## src/rtl/bcd_serial_pkg.sv

```systemverilog
// Shared constants, types and frame builder for the serial BCD ALU host.
package bcd_serial_pkg;

  localparam int unsigned OPND_W         = 16;
  localparam int unsigned HDR_W          = 8;
  localparam int unsigned REQ_FRAME_BITS = 41;
  localparam int unsigned RSP_DATA_BITS  = 20;

  localparam logic [HDR_W-1:0] REQ_HDR = 8'h5A;
  localparam logic [HDR_W-1:0] RSP_HDR = 8'h69;

  localparam logic OP_ADD = 1'b0;
  localparam logic OP_SUB = 1'b1;

  typedef enum logic [2:0] {
    ST_FLUSH    = 3'd0,
    ST_IDLE     = 3'd1,
    ST_SEND     = 3'd2,
    ST_WAIT_HDR = 3'd3,
    ST_RECV     = 3'd4
  } state_e;

  typedef struct packed {
    logic              op;
    logic [OPND_W-1:0] a;
    logic [OPND_W-1:0] b;
  } req_t;

  // Bit 0 of the result is the first bit on the wire; operands go out MSB-first.
  function automatic logic [REQ_FRAME_BITS-1:0] build_frame(input req_t req);
    logic [OPND_W-1:0] a_rev;
    logic [OPND_W-1:0] b_rev;
    a_rev = {<<{req.a}};
    b_rev = {<<{req.b}};
    return {b_rev, a_rev, req.op, REQ_HDR};
  endfunction

endpackage

```

## src/rtl/bcd_serial_deframer.sv

```systemverilog
// Response header matcher and 20-bit result collector for the ALU result line.
module bcd_serial_deframer
  import bcd_serial_pkg::*;
(
  input  logic                     clock,
  input  logic                     reset_n,
  input  logic                     clear,
  input  logic                     hdr_en,
  input  logic                     data_en,
  input  logic                     ser_rx,
  output logic                     hdr_match_c,
  output logic                     done_c,
  output logic [RSP_DATA_BITS-1:0] data_c
);

  localparam int unsigned CNT_W = $clog2(RSP_DATA_BITS + 1);

  logic [HDR_W-1:0]         hdr_q;
  logic [HDR_W-1:0]         hdr_next_c;
  logic [RSP_DATA_BITS-2:0] col_q;
  logic [CNT_W-1:0]         cnt_q;

  // Header arrives LSB-first, so new bits enter at the top.
  assign hdr_next_c  = {ser_rx, hdr_q[HDR_W-1:1]};
  assign hdr_match_c = hdr_en && (hdr_next_c == RSP_HDR);
  assign data_c      = {col_q, ser_rx};
  assign done_c      = data_en && (cnt_q == CNT_W'(RSP_DATA_BITS - 1));

  always_ff @(posedge clock or negedge reset_n) begin
    if (!reset_n) begin
      hdr_q <= '0;
      col_q <= '0;
      cnt_q <= '0;
    end else if (clear) begin
      hdr_q <= '0;
      col_q <= '0;
      cnt_q <= '0;
    end else if (hdr_en) begin
      hdr_q <= hdr_next_c;
    end else if (data_en) begin
      col_q <= data_c[RSP_DATA_BITS-2:0];
      cnt_q <= cnt_q + CNT_W'(1);
    end
  end

endmodule

```

## src/rtl/bcd_serial_host.sv

```systemverilog
// Host side of the serial BCD ALU: serializes one request, then deserializes the result.
module bcd_serial_host
  import bcd_serial_pkg::*;
#(
  parameter int unsigned TIMEOUT_CYCLES = 32,
  parameter int unsigned FLUSH_CYCLES   = 41
) (
  input  logic                     clock,
  input  logic                     reset_n,
  input  logic                     req_valid,
  output logic                     req_ready,
  input  logic                     req_op,
  input  logic [OPND_W-1:0]        req_a,
  input  logic [OPND_W-1:0]        req_b,
  output logic                     ser_tx,
  input  logic                     ser_rx,
  output logic                     rsp_valid,
  output logic [RSP_DATA_BITS-1:0] rsp_data,
  output logic                     rsp_timeout
);

  localparam int unsigned MAX_TF  = (TIMEOUT_CYCLES > FLUSH_CYCLES) ? TIMEOUT_CYCLES : FLUSH_CYCLES;
  localparam int unsigned CNT_MAX = (REQ_FRAME_BITS > MAX_TF) ? REQ_FRAME_BITS : MAX_TF;
  localparam int unsigned CNT_W   = $clog2(CNT_MAX + 1);

  state_e                    state_q, state_d;
  logic [CNT_W-1:0]          cnt_q, cnt_d;
  logic [REQ_FRAME_BITS-2:0] tx_sr_q, tx_sr_d;
  logic                      ser_tx_d;
  logic                      req_ready_d;
  logic                      rsp_valid_d;
  logic                      rsp_timeout_d;
  logic [RSP_DATA_BITS-1:0]  rsp_data_d;

  req_t                      req_c;
  logic [REQ_FRAME_BITS-1:0] frame_c;
  logic                      dfr_clear_c;
  logic                      hdr_en_c;
  logic                      data_en_c;
  logic                      hdr_match_c;
  logic                      done_c;
  logic [RSP_DATA_BITS-1:0]  data_c;

  assign req_c   = {req_op, req_a, req_b};
  assign frame_c = build_frame(req_c);

  bcd_serial_deframer u_deframer (
    .clock       (clock),
    .reset_n     (reset_n),
    .clear       (dfr_clear_c),
    .hdr_en      (hdr_en_c),
    .data_en     (data_en_c),
    .ser_rx      (ser_rx),
    .hdr_match_c (hdr_match_c),
    .done_c      (done_c),
    .data_c      (data_c)
  );

  // Next-state and next-output logic; one shared counter serves flush, send and wait.
  always_comb begin
    state_d       = state_q;
    cnt_d         = cnt_q;
    tx_sr_d       = tx_sr_q;
    ser_tx_d      = 1'b0;
    rsp_valid_d   = 1'b0;
    rsp_timeout_d = 1'b0;
    rsp_data_d    = rsp_data;
    dfr_clear_c   = 1'b0;
    hdr_en_c      = 1'b0;
    data_en_c     = 1'b0;

    case (state_q)
      ST_FLUSH: begin
        if (cnt_q == CNT_W'(FLUSH_CYCLES - 1)) begin
          state_d = ST_IDLE;
          cnt_d   = '0;
        end else begin
          cnt_d = cnt_q + CNT_W'(1);
        end
      end
      ST_IDLE: begin
        if (req_valid && req_ready) begin
          ser_tx_d = frame_c[0];
          tx_sr_d  = frame_c[REQ_FRAME_BITS-1:1];
          cnt_d    = '0;
          state_d  = ST_SEND;
        end
      end
      ST_SEND: begin
        if (cnt_q == CNT_W'(REQ_FRAME_BITS - 1)) begin
          state_d     = ST_WAIT_HDR;
          cnt_d       = '0;
          dfr_clear_c = 1'b1;
        end else begin
          ser_tx_d = tx_sr_q[0];
          tx_sr_d  = {1'b0, tx_sr_q[REQ_FRAME_BITS-2:1]};
          cnt_d    = cnt_q + CNT_W'(1);
        end
      end
      ST_WAIT_HDR: begin
        hdr_en_c = 1'b1;
        if (hdr_match_c) begin
          state_d = ST_RECV;
        end else if (cnt_q == CNT_W'(TIMEOUT_CYCLES - 1)) begin
          rsp_timeout_d = 1'b1;
          state_d       = ST_IDLE;
        end else begin
          cnt_d = cnt_q + CNT_W'(1);
        end
      end
      ST_RECV: begin
        data_en_c = 1'b1;
        if (done_c) begin
          rsp_data_d  = data_c;
          rsp_valid_d = 1'b1;
          state_d     = ST_IDLE;
        end
      end
      default: begin
        state_d = ST_FLUSH;
        cnt_d   = '0;
      end
    endcase

    req_ready_d = (state_d == ST_IDLE);
  end

  always_ff @(posedge clock or negedge reset_n) begin
    if (!reset_n) begin
      state_q     <= ST_FLUSH;
      cnt_q       <= '0;
      tx_sr_q     <= '0;
      ser_tx      <= 1'b0;
      req_ready   <= 1'b0;
      rsp_valid   <= 1'b0;
      rsp_timeout <= 1'b0;
      rsp_data    <= '0;
    end else begin
      state_q     <= state_d;
      cnt_q       <= cnt_d;
      tx_sr_q     <= tx_sr_d;
      ser_tx      <= ser_tx_d;
      req_ready   <= req_ready_d;
      rsp_valid   <= rsp_valid_d;
      rsp_timeout <= rsp_timeout_d;
      rsp_data    <= rsp_data_d;
    end
  end

endmodule
```

## config.mk

```make
export PLATFORM = sky130hd
export DESIGN_NAME = bcd_serial_host
export DESIGN_NICKNAME = d
export VERILOG_FILES = /design/src/rtl/bcd_serial_pkg.sv /design/src/rtl/bcd_serial_deframer.sv /design/src/rtl/bcd_serial_host.sv
export SDC_FILE = /design/constraint.sdc
export NUM_CORES = 1
export LEC_CHECK = 0
export CORE_MARGIN = 2
export CORE_UTILIZATION = 40
export DETAILED_ROUTE_END_ITERATION = 6
export MAX_ROUTING_LAYER = met4
export PLACE_DENSITY_LB_ADDON = 0.12
export SYNTH_ARGS = -nofsm -noshare
export SYNTH_HDL_FRONTEND = slang
export SYNTH_SLANG_ARGS = --single-unit
```

## constraint.sdc

```tcl
create_clock -name clock -period 2.3 [get_ports clock]
set_input_delay 0.23 -clock clock [delete_from_list [all_inputs] [get_ports clock]]
set_output_delay 0.23 -clock clock [all_outputs]
set_load 0.01 [all_outputs]
```

==> results by group <==
Outcome
  • Outcome: complete, no violations

Worst setup path
  • Worst-path maximum fanout: 8
  • Crit end category: register
  • CP Class: reg2reg
  • CP Buf/Inv Count: 0
  • Crit-path slowest cell: dfrtp_1
  • CP arrival: 2.09 ns
  • CP required: 2.52 ns
  • Crit-path max cell delay: 0.43 ns
  • Worst-path cell chain: ha_1 -> nand3_1 -> nor3b_1 -> o21ba_2 -> nor4_1 -> a211o_1
  • CP startpoint kind: register
  • Top delay family on crit path: compound AO/OA/AOI/OAI gates

Layout
  • Area grow syn2layout: 24.0%
  • Antenna diode count: 0
  • Post-Layout Inst Area: 0.00563 sq mm
  • Fin util: 51.5%
  • Most common cell after layout, fill and taps aside: dfrtp_1
  • Share of layout cells above drive strength 1: 14.4%
  • Most frequent cells in the layout: dfrtp_1, clkdlybuf4s50_1, nand2_1, mux2i_1, o21ai_0
  • NumNets Final: 478
  • Non-filler instance count after layout: 583

Yosys
  • Post-Syn Nets: 413
  • Post-synthesis area per instance: 12.2 sq um
  • Sequential share of the synthesized area: 57.4%
  • Netlist Area Pre-Place: 0.00454 sq mm
  • Count of flip-flops with a built-in enable after synthesis: 0
  • Yosys warning count: 0
  • Netlist cell types: 47
  • Ys flop type: dfrtp_1
  • Post-Synthesis Cells: 373
  • Flops & latches, synth: 104
  • Ys async rst share: 100%

Clock network
  • Skew-Pair Late Insertion Delay: 0.34 ns
  • CTS clock-pin slew for the worst setup and hold paths: 0.07 ns
  • CTS tree: yes
  • CTS Root Cell: clkbuf_16
  • Clk buf depth: 2
  • Post-CTS Resized: 0
  • Num CTS Buffers: 9
  • H-tree levels: 3
  • Clock Sinks: 104

Floorplan
  • Top Ports: 61
  • Initial core utilization: 41.5%
  • Core area: 0.0109 sq mm
  • Die H: 111 um
  • Die Wd: 111 um
  • DIE AREA: 0.0122 sq mm
  • Floorplan row count: 38

Drt
  • DRC viols: 0
  • Drt pass-1 iters: 4
  • Met3 routed WL: 277 um
  • DR WL/cell: 14.7 um
  • WL met1: 4.10 mm
  • 1st-iter DRT viols: 117
  • Via density: 5.08
  • Post-Route WL: 8.58 mm
  • Final ANT Viol Nets: 0
  • Met2 Routed Length: 4.12 mm
  • Top routing layer used: met4
  • Vias: 2,959

Timing
  • Final setup fails: 0
  • Setup TNS: 0 ns
  • Max Freq: 537 MHz
  • Final Skew: 0.00477 ns
  • Worst Tran Pin Value: 0.596 ns
  • Final Hold Vio Count: 0
  • Final Cycle Share: 80.9%
  • RSZ-0062 raised after global routing: false
  • Pins Over Slew Limit: 0
  • Worst rel slew slack: 60.3%
  • Post-layout min period: 1.86 ns

Placed design
  • DP HPWL: 5.85 mm
  • Dpl cells: 566
  • Number of port buffers: 60
  • Placed Area: 0.00529 sq mm
  • Routability-driven placement congestion ratio: 0.768

Run
  • Max cap viols: 0

Power
  • P_leak: 0.00261 uW
  • Final Power: 4990 uW
  • Pwr/cell area: 886 mW/mm^2
  • Maximum vdd ir drop: 0.505 mV

GRT
  • Total Routing Usage GR: 15.6%
  • Vias in the first global route: 3,089
  • Gr ovfl total: 0
  • Initial antenna violation count: 0
  • First-pass GRT wire length: 15.1 mm
  • Largest net degree at the start of global routing: 68

Hold path
  • Worst min path class: in2async
## synth_stat cells, types with 2 or more instances
master,count,area (sq um)
buf_2,5,25.0
a211o_1,2,17.5
xnor2_1,2,17.5
clkbuf_1,4,15.0
nor2b_1,4,25.0
o31ai_1,2,15.0
o22ai_1,2,12.5
a21oi_1,2,10.0
nand3_1,6,30.0
and2_1,2,12.5
o21ai_1,13,65.1
nor2_1,13,48.8
buf_4,6,45.0
o21ai_0,27,135
ha_1,3,37.5
nand2b_1,2,12.5
and3_1,4,25.0
a22o_1,25,219
nand4bb_1,2,22.5
mux2_1,2,22.5
o32ai_1,2,17.5
mux2_2,19,214
mux2i_1,39,390
nor4_1,2,12.5
nor3_1,2,10.0
nand2_1,41,154
o22a_1,4,35.0
nor3b_1,3,22.5
inv_1,3,11.3
buf_6,7,78.8
nor2b_2,3,26.3
dfrtp_1,104,2600
nand2_2,2,12.5
## routing by layer
metal  global-route usage [%]  up-vias
met5                        -        -
met4                     4.33        0
met3                     4.28        5
met2                     24.1       37
met1                     20.3     1458
li1                         -     1459
## report_power, final
part / total (uW) / internal (uW) / leakage [uW] / switching (uW)
Sequential: 2380 / 2170 / 0.00137 / 214
Combinational: 964 / 470 / 0.00108 / 494
Clock: 1640 / 965 / 0.000153 / 679
## worst paths after layout
check / from / to / slack [ns] / cells past startpoint
min reg2reg: tx_sr_q[20]$_DFFE_PN0P_ / tx_sr_q[20]$_DFFE_PN0P_ / 0.48 / 2
max in group asynchronous: reset_n / u_deframer.col_q[3]$_DFFE_PN0P_ / 1.14 / 3
min in group clock: req_b[0] / tx_sr_q[39]$_DFFE_PN0P_ / 0.47 / 3
max reg2reg: cnt_q[0]$_DFFE_PN0P_ / cnt_q[4]$_DFFE_PN0P_ / 0.44 / 6
max: cnt_q[0]$_DFFE_PN0P_ / cnt_q[4]$_DFFE_PN0P_ / 0.44 / 6
min: reset_n / tx_sr_q[14]$_DFFE_PN0P_ / 0.43 / 2
## area by class of cell
class	count	area, sq um
sequential	104	2600
multi-input combinational	243	1760
clock inverter	7	101
inverter	4	15.0
timing repair buffer	76	746
clock buffer	9	225
fill	1002	5310
tap	140	175
## through the flow
step           setup slack, ns  hold slack [ns]
2_1_floorplan            0.618          -0.0656
3_3_place_gp             0.369            0.279
3_5_place_dp             0.325            0.282
4_1_cts                  0.430            0.459
5_1_grt                  0.246            0.496
6_report                 0.439            0.435
## kinds of logic after synthesis
logic type                 synth area share, %
muxes                                     13.8
DFF                                       57.4
buffers and inverters                     3.94
AOI/OAI and AO/OA                         13.1
and+or+nand+nor                           10.4
xor gates and xnor gates                 0.579
adders and majority gates                0.827
## worst reg2reg max path: cells and delay by family (launching register included)
| kind | cells | cell delay, ns |
|---|---|---|
| simple gates | 3 | 0.54 |
| flops | 1 | 0.43 |
| fa+ha+maj | 1 | 0.22 |
| compound gates | 2 | 0.55 |
## registers in the layout, summed over array words and instances (netlist names)
| name | count |
|---|---|
| u_deframer.hdr_q | 7 |
| rsp_data | 20 |
| tx_sr_q | 40 |
| u_deframer.col_q | 19 |
| state_q | 3 |
| rsp_timeout | 1 |
| req_ready | 1 |
| ser_tx | 1 |
| cnt_q | 6 |
| u_deframer.cnt_q | 5 |
| rsp_valid | 1 |
## timing repair
action,CTS,global route
hold buffers,1,0
endpoints found under the hold margin,44,0
buffers inserted,0,0
Note: power is estimated with default switching activity, not from simulation.
